`src/rtl/aec_stall_sequencer.sv`:
```
// Turns the TED's AEC bus-steal into a 6502 RDY stall, posting core writes made while the bus is
// stolen and replaying them once AEC returns. Optional macro: RW_GATE_LATCH_EN (GATE IN R/W latch).
module aec_stall_sequencer #(
  parameter int unsigned DEPTH = 3,
  parameter int unsigned CW    = 2
) (
  input  logic          clock,
  input  logic          _reset,
  input  logic          aec,
  input  logic          gate_in,
  input  logic          r_w_6502,
  input  logic [15:0]   address_6502,
  input  logic [7:0]    data_6502,
  output logic          rdy_6502,
  output logic          r_w_gated,
  output logic          replay_active,
  output logic [15:0]   replay_address,
  output logic [7:0]    replay_data,
  output logic [CW-1:0] fifo_count,
  output logic          overflow
);

  localparam int unsigned PW = (DEPTH > 1) ? $clog2(DEPTH) : 1;

  typedef enum logic [1:0] {StRun, StStall, StReplay, StResume} state_e;

  state_e          state_q, state_d;
  logic [PW-1:0]   wr_ptr_q, wr_ptr_d;
  logic [PW-1:0]   rd_ptr_q, rd_ptr_d;
  logic [CW-1:0]   count_q, count_d;
  logic            overflow_q, overflow_d;
  logic [15:0]     addr_mem_q [DEPTH];
  logic [7:0]      data_mem_q [DEPTH];

  logic push, push_ok, pop, full;
  logic r_w_sel;

  assign full    = (count_q == CW'(DEPTH));
  assign push    = (state_q == StStall) && !r_w_6502;
  assign push_ok = push && !full;
  assign pop     = (state_q == StReplay) && aec;

  always_comb begin
    state_d    = state_q;
    wr_ptr_d   = wr_ptr_q;
    rd_ptr_d   = rd_ptr_q;
    overflow_d = overflow_q;
    count_d    = count_q + CW'(push_ok) - CW'(pop);

    if (push_ok) begin
      wr_ptr_d = (wr_ptr_q == PW'(DEPTH - 1)) ? '0 : wr_ptr_q + PW'(1);
    end
    if (push && full) begin
      overflow_d = 1'b1;
    end
    if (pop) begin
      rd_ptr_d = (rd_ptr_q == PW'(DEPTH - 1)) ? '0 : rd_ptr_q + PW'(1);
    end

    unique case (state_q)
      StRun: begin
        if (!aec) state_d = StStall;
      end
      StStall: begin
        // Decide on the post-push count so a write landing on the release edge is not lost.
        if (aec) state_d = (count_d != '0) ? StReplay : StResume;
      end
      StReplay: begin
        if (!aec) begin
          state_d = StStall;
        end else if (count_q == CW'(1)) begin
          state_d = StResume;
        end
      end
      StResume: begin
        state_d = aec ? StRun : StStall;
      end
      default: state_d = StRun;
    endcase
  end

  always_ff @(negedge clock or negedge _reset) begin
    if (!_reset) begin
      state_q    <= StRun;
      wr_ptr_q   <= '0;
      rd_ptr_q   <= '0;
      count_q    <= '0;
      overflow_q <= 1'b0;
    end else begin
      state_q    <= state_d;
      wr_ptr_q   <= wr_ptr_d;
      rd_ptr_q   <= rd_ptr_d;
      count_q    <= count_d;
      overflow_q <= overflow_d;
    end
  end

  // Storage needs no reset; pointers and count define what is valid.
  always_ff @(negedge clock) begin
    if (push_ok) begin
      addr_mem_q[wr_ptr_q] <= address_6502;
      data_mem_q[wr_ptr_q] <= data_6502;
    end
  end

`ifdef RW_GATE_LATCH_EN
  logic hold_q;

  always_ff @(negedge clock or negedge _reset) begin
    if (!_reset) begin
      hold_q <= 1'b1;
    end else if (gate_in) begin
      hold_q <= r_w_6502;
    end
  end

  assign r_w_sel = gate_in ? r_w_6502 : hold_q;
`else
  logic unused_gate_in;

  assign unused_gate_in = gate_in;
  assign r_w_sel        = r_w_6502;
`endif

  assign rdy_6502       = (state_q == StRun);
  assign replay_active  = (state_q == StReplay);
  assign replay_address = replay_active ? addr_mem_q[rd_ptr_q] : 16'h0000;
  assign replay_data    = replay_active ? data_mem_q[rd_ptr_q] : 8'h00;
  assign fifo_count     = count_q;
  assign overflow       = overflow_q;
  // Read level whenever the adapter side is not driven by the core.
  assign r_w_gated      = (replay_active || !aec) ? 1'b1 : r_w_sel;

endmodule

```
`config.mk`:
```
export PLATFORM = sky130hd
export DESIGN_NAME = aec_stall_sequencer
export DESIGN_NICKNAME = d
export VERILOG_FILES = /design/src/rtl/aec_stall_sequencer.sv
export SDC_FILE = /design/constraint.sdc
export NUM_CORES = 1
export LEC_CHECK = 0
export CORE_MARGIN = 2
export CORE_UTILIZATION = 35
export DETAILED_ROUTE_END_ITERATION = 10
export MAX_ROUTING_LAYER = met4
export SETUP_SLACK_MARGIN = 0.4
export SLEW_MARGIN = 20
export SYNTH_ARGS = -nofsm -noshare
export SYNTH_HDL_FRONTEND = slang
export SYNTH_SLANG_ARGS = --single-unit
```
`constraint.sdc`:
```
create_clock -name clock -period 8.2 [get_ports clock]
set_input_delay 0.82 -clock clock [delete_from_list [all_inputs] [get_ports clock]]
set_output_delay 0.82 -clock clock [all_outputs]
set_load 0.03 [all_outputs]
```
; Yosys cells after proc, flatten, opt, wreduce, memory -nomap -nowiden
; Memories as Yosys holds them, arrays and structs flattened.
; Index checks and enable logic that the tools add are counted.
[totals]
wordCells = 46
register_bits = 9
mem_bits_rw = 72
mem_count = 2
[classes]
n_mux = 14
add_sub_neg = 4
reduce_logical = 11
eq_ne = 10
[mem_list]
columns = name, words, width, read_ports, rd_clocked_by_memory_dff, write_ports, line_no
row1 = addr_mem_q, 3, 16, 1, 0, 1, 32  ; logic [15:0] addr_mem_q [DEPTH];
row2 = data_mem_q, 3, 8, 1, 0, 1, 33  ; logic [7:0] data_mem_q [DEPTH];
[ops]
columns = op, n
row1 = $mux 16, 1
row2 = $mux 2, 6
row3 = $eq 2x2->1 const B, 5
row4 = $mux 8, 1
row5 = $pmux 2 s4, 1
row6 = $mux 1, 5
row7 = $add 2x1->2 const B, 2
row8 = $eq 2x1->1 const B, 2
row9 = $logic_and 1x1->1, 4
row10 = $ne 2x2->1 const B, 2
row11 = $logic_not 1->1, 3
row12 = $ne 3x2->1 const B, 1
row13 = $reduce_and 3->1, 1
row14 = $add 2x1->2, 1
row15 = $logic_not 2->1, 1
row16 = $reduce_bool 2->1, 1
row17 = $sub 2x1->2, 1
row18 = $logic_or 1x1->1, 1

; Depth between registers and ports, before layout
[depth]
depth_word = 9
mapped_depth = 7
ltp_nobuf = 7

==> metrics <==
first-pass GRT wire length 9.64 mm; RSZ-0062 raised after global routing false; Worst EP arrival 6.48 ns; CTS sink count 81; Yosys top cell by area edfxtp_1; maximum vdd ir drop 0.000120 V; worst hold margin around 0.42 ns; via count just under 2k; # diodes 0; hold buffers post-CTS 0; syn nets 222; CP Launch Type flop; FFs w/ async S/R, synth 0.111; vias in the first global route around 2.2k; pin count of the biggest net entering global routing 28; setup TNS 0 ns; worst rel slew slack 0.462; Root Buffer clkbuf_8; post-CTS resize count 0; Netlist cell types 30; worst hold path class reg2reg; synthesized area approximately 3300 sq um; CTS tree yes; share of cells above drive strength 1 0.133; Clock Power Share 0.310; worst-skew pair later-pin latency 0.39 ns; Yosys warning count 0; fin cells 461; Clock Path Buffers 2; cts bufs inserted 9; WP data required 7.38 ns; Post-CTS Setup Bufs 0; reg2reg path depth 4; Die ar. 10300 sq um; CP Class reg2out; Power Total 1.39 mW; cells after synthesis 192; DR DRC count 0; ys flop type edfxtp_1; # setup viols final 0; Logic pwr share 0.297; area delta synth->final 36.7%; PwrDens 305 nW/um^2; top cells by area, synth edfxtp_1 65%, mux2_4 8.1%, mux2i_1 7.2%; Reg clk slew, reported paths roughly 0.060 ns; io pins 59; Avg Inst Size Synth 17.3 sq um; Sw Ratio 0.336; final hold viol count 0; Routed WL 6.05 mm; internal power 0.920 mW; Setup crit end kind output port; Post-synth EDFFs 72; Reg power frac 0.393; Routed Antenna Nets 0; Chip Width 101 um; gr ovfl total 0; worst slew pin tran between 0.8 and 0.9 ns; dpl hpwl 3.64 mm; Clock Skews a little under 0.06 ns; GPL Wtd Cong roughly 0.73; Synth top cells by count 72 x edfxtp_1, 26 x nor2_1, 24 x mux2i_1, 18 x mux2_4, 9 x dfrtn_1; net total in the final layout 358; top-count cell post-synth edfxtp_1; port buffer count 57; Overall Global Routing Usage 0.130; WL/cell 13.1 um; Die Y 101 um; register area share after synthesis 0.718; P_sw 0.466 mW; core footprint just over 9000 sq um; hold depth 1; Yosys top cell area share 0.650; Iter 0 DRT Violations 60; Final Max Tran Viols 0; antenna violations before repair 0; Leak 1.89 nW; FF+latch count, synth 81; std cell rows 35; Initial Util 0.360; max-cap viol count 0; first-pass detailed-route iteration total 4; CP max FO 16; placed cells 375; Vias/cell 4.31; H-tree Lvls 3; outcome completed
## cell type report
cell class | instances | area, sq um
clock buffer | 10 | 149
clock inverter | 77 | 330
fill | 850 | 4700
inverter | 2 | 7.51
multi-input combinational | 99 | 868
sequential | 81 | 2390
tap | 129 | 161
timing repair buffer | 63 | 641
## per-stage QoR
step | utilization | area (sq um) | worst slack (ns)
after global routing | 0.492 | 4540 | 0.729
final | 0.492 | 4540 | 0.898
after detailed placement | 0.440 | 4070 | 1.15
after CTS | 0.492 | 4540 | 0.830
after floorplan | - | 3320 | 0.680
after global placement | 0.440 | 4070 | 1.17
## layout by cell type (no fill, tap or decap), drive strengths merged, types with 2 or more instances in the layout
cell and instances:
inv 77, dfrtn 9, nor3b 2, nand3b 2, nor2 26, clkbuf 10
clkdlybuf4s50 57, nor3 2, a21o 2, nand2 4, buf 6, nand2b 2
edfxtp 72, mux2i 24, mux2 25
## critical path, stage by stage (launching register included)
cell and delay (ns):
dfrtn_1 0.48, nand2b_1 0.36, buf_4 0.35, nor2_1 0.17, clkdlybuf4s50_1 0.69
## final timing paths
kind | from | to | slack (ns)
worst min-delay path | overflow | overflow | 0.42
max in group asynchronous | _reset | state_q[1] | 3.09
min in group asynchronous | _reset | state_q[0] | 4.78
worst max register to register | state_q[0] | addr_mem_q[2][8] | 6.08
worst max-delay path | state_q[1] | replay_address[13] | 0.90
worst min register to register | overflow | overflow | 0.42
## registers in the layout, indices dropped and copies added (netlist names)
name	flops
addr_mem_q	48
data_mem_q	24
fifo_count	2
rd_ptr_q	2
state_q	2
wr_ptr_q	2
overflow	1
## power by group through the flow
stage | logic, mW | registers (mW) | clock network [mW]
2_1_floorplan | 0.289 | 0.561 | 0.0530
3_3_place_gp | 0.416 | 0.548 | 0.0530
3_5_place_dp | 0.421 | 0.551 | 0.0530
4_1_cts | 0.422 | 0.545 | 0.449
5_1_grt | 0.448 | 0.551 | 0.491
6_report | 0.412 | 0.545 | 0.430
## cell families after synthesis
kind of cell,Yosys count,synth area share
flops,81,0.718
fa+ha+maj,1,0.00376
mux,49,0.177
compound gates,6,0.0135
simple gates,41,0.0583
xor+xnor,2,0.00527
buf+inv,12,0.0237
## layer usage
layer | global-route usage | up-vias | wire length (um)
met1 | 0.132 | 941 | 2510
met3 | 0.0421 | 9 | 255
li1 | - | 986 | -
met5 | - | - | 0
met2 | 0.212 | 50 | 3150
met4 | 0.0904 | 0 | 127
Note: power is estimated with default switching activity, not from simulation.
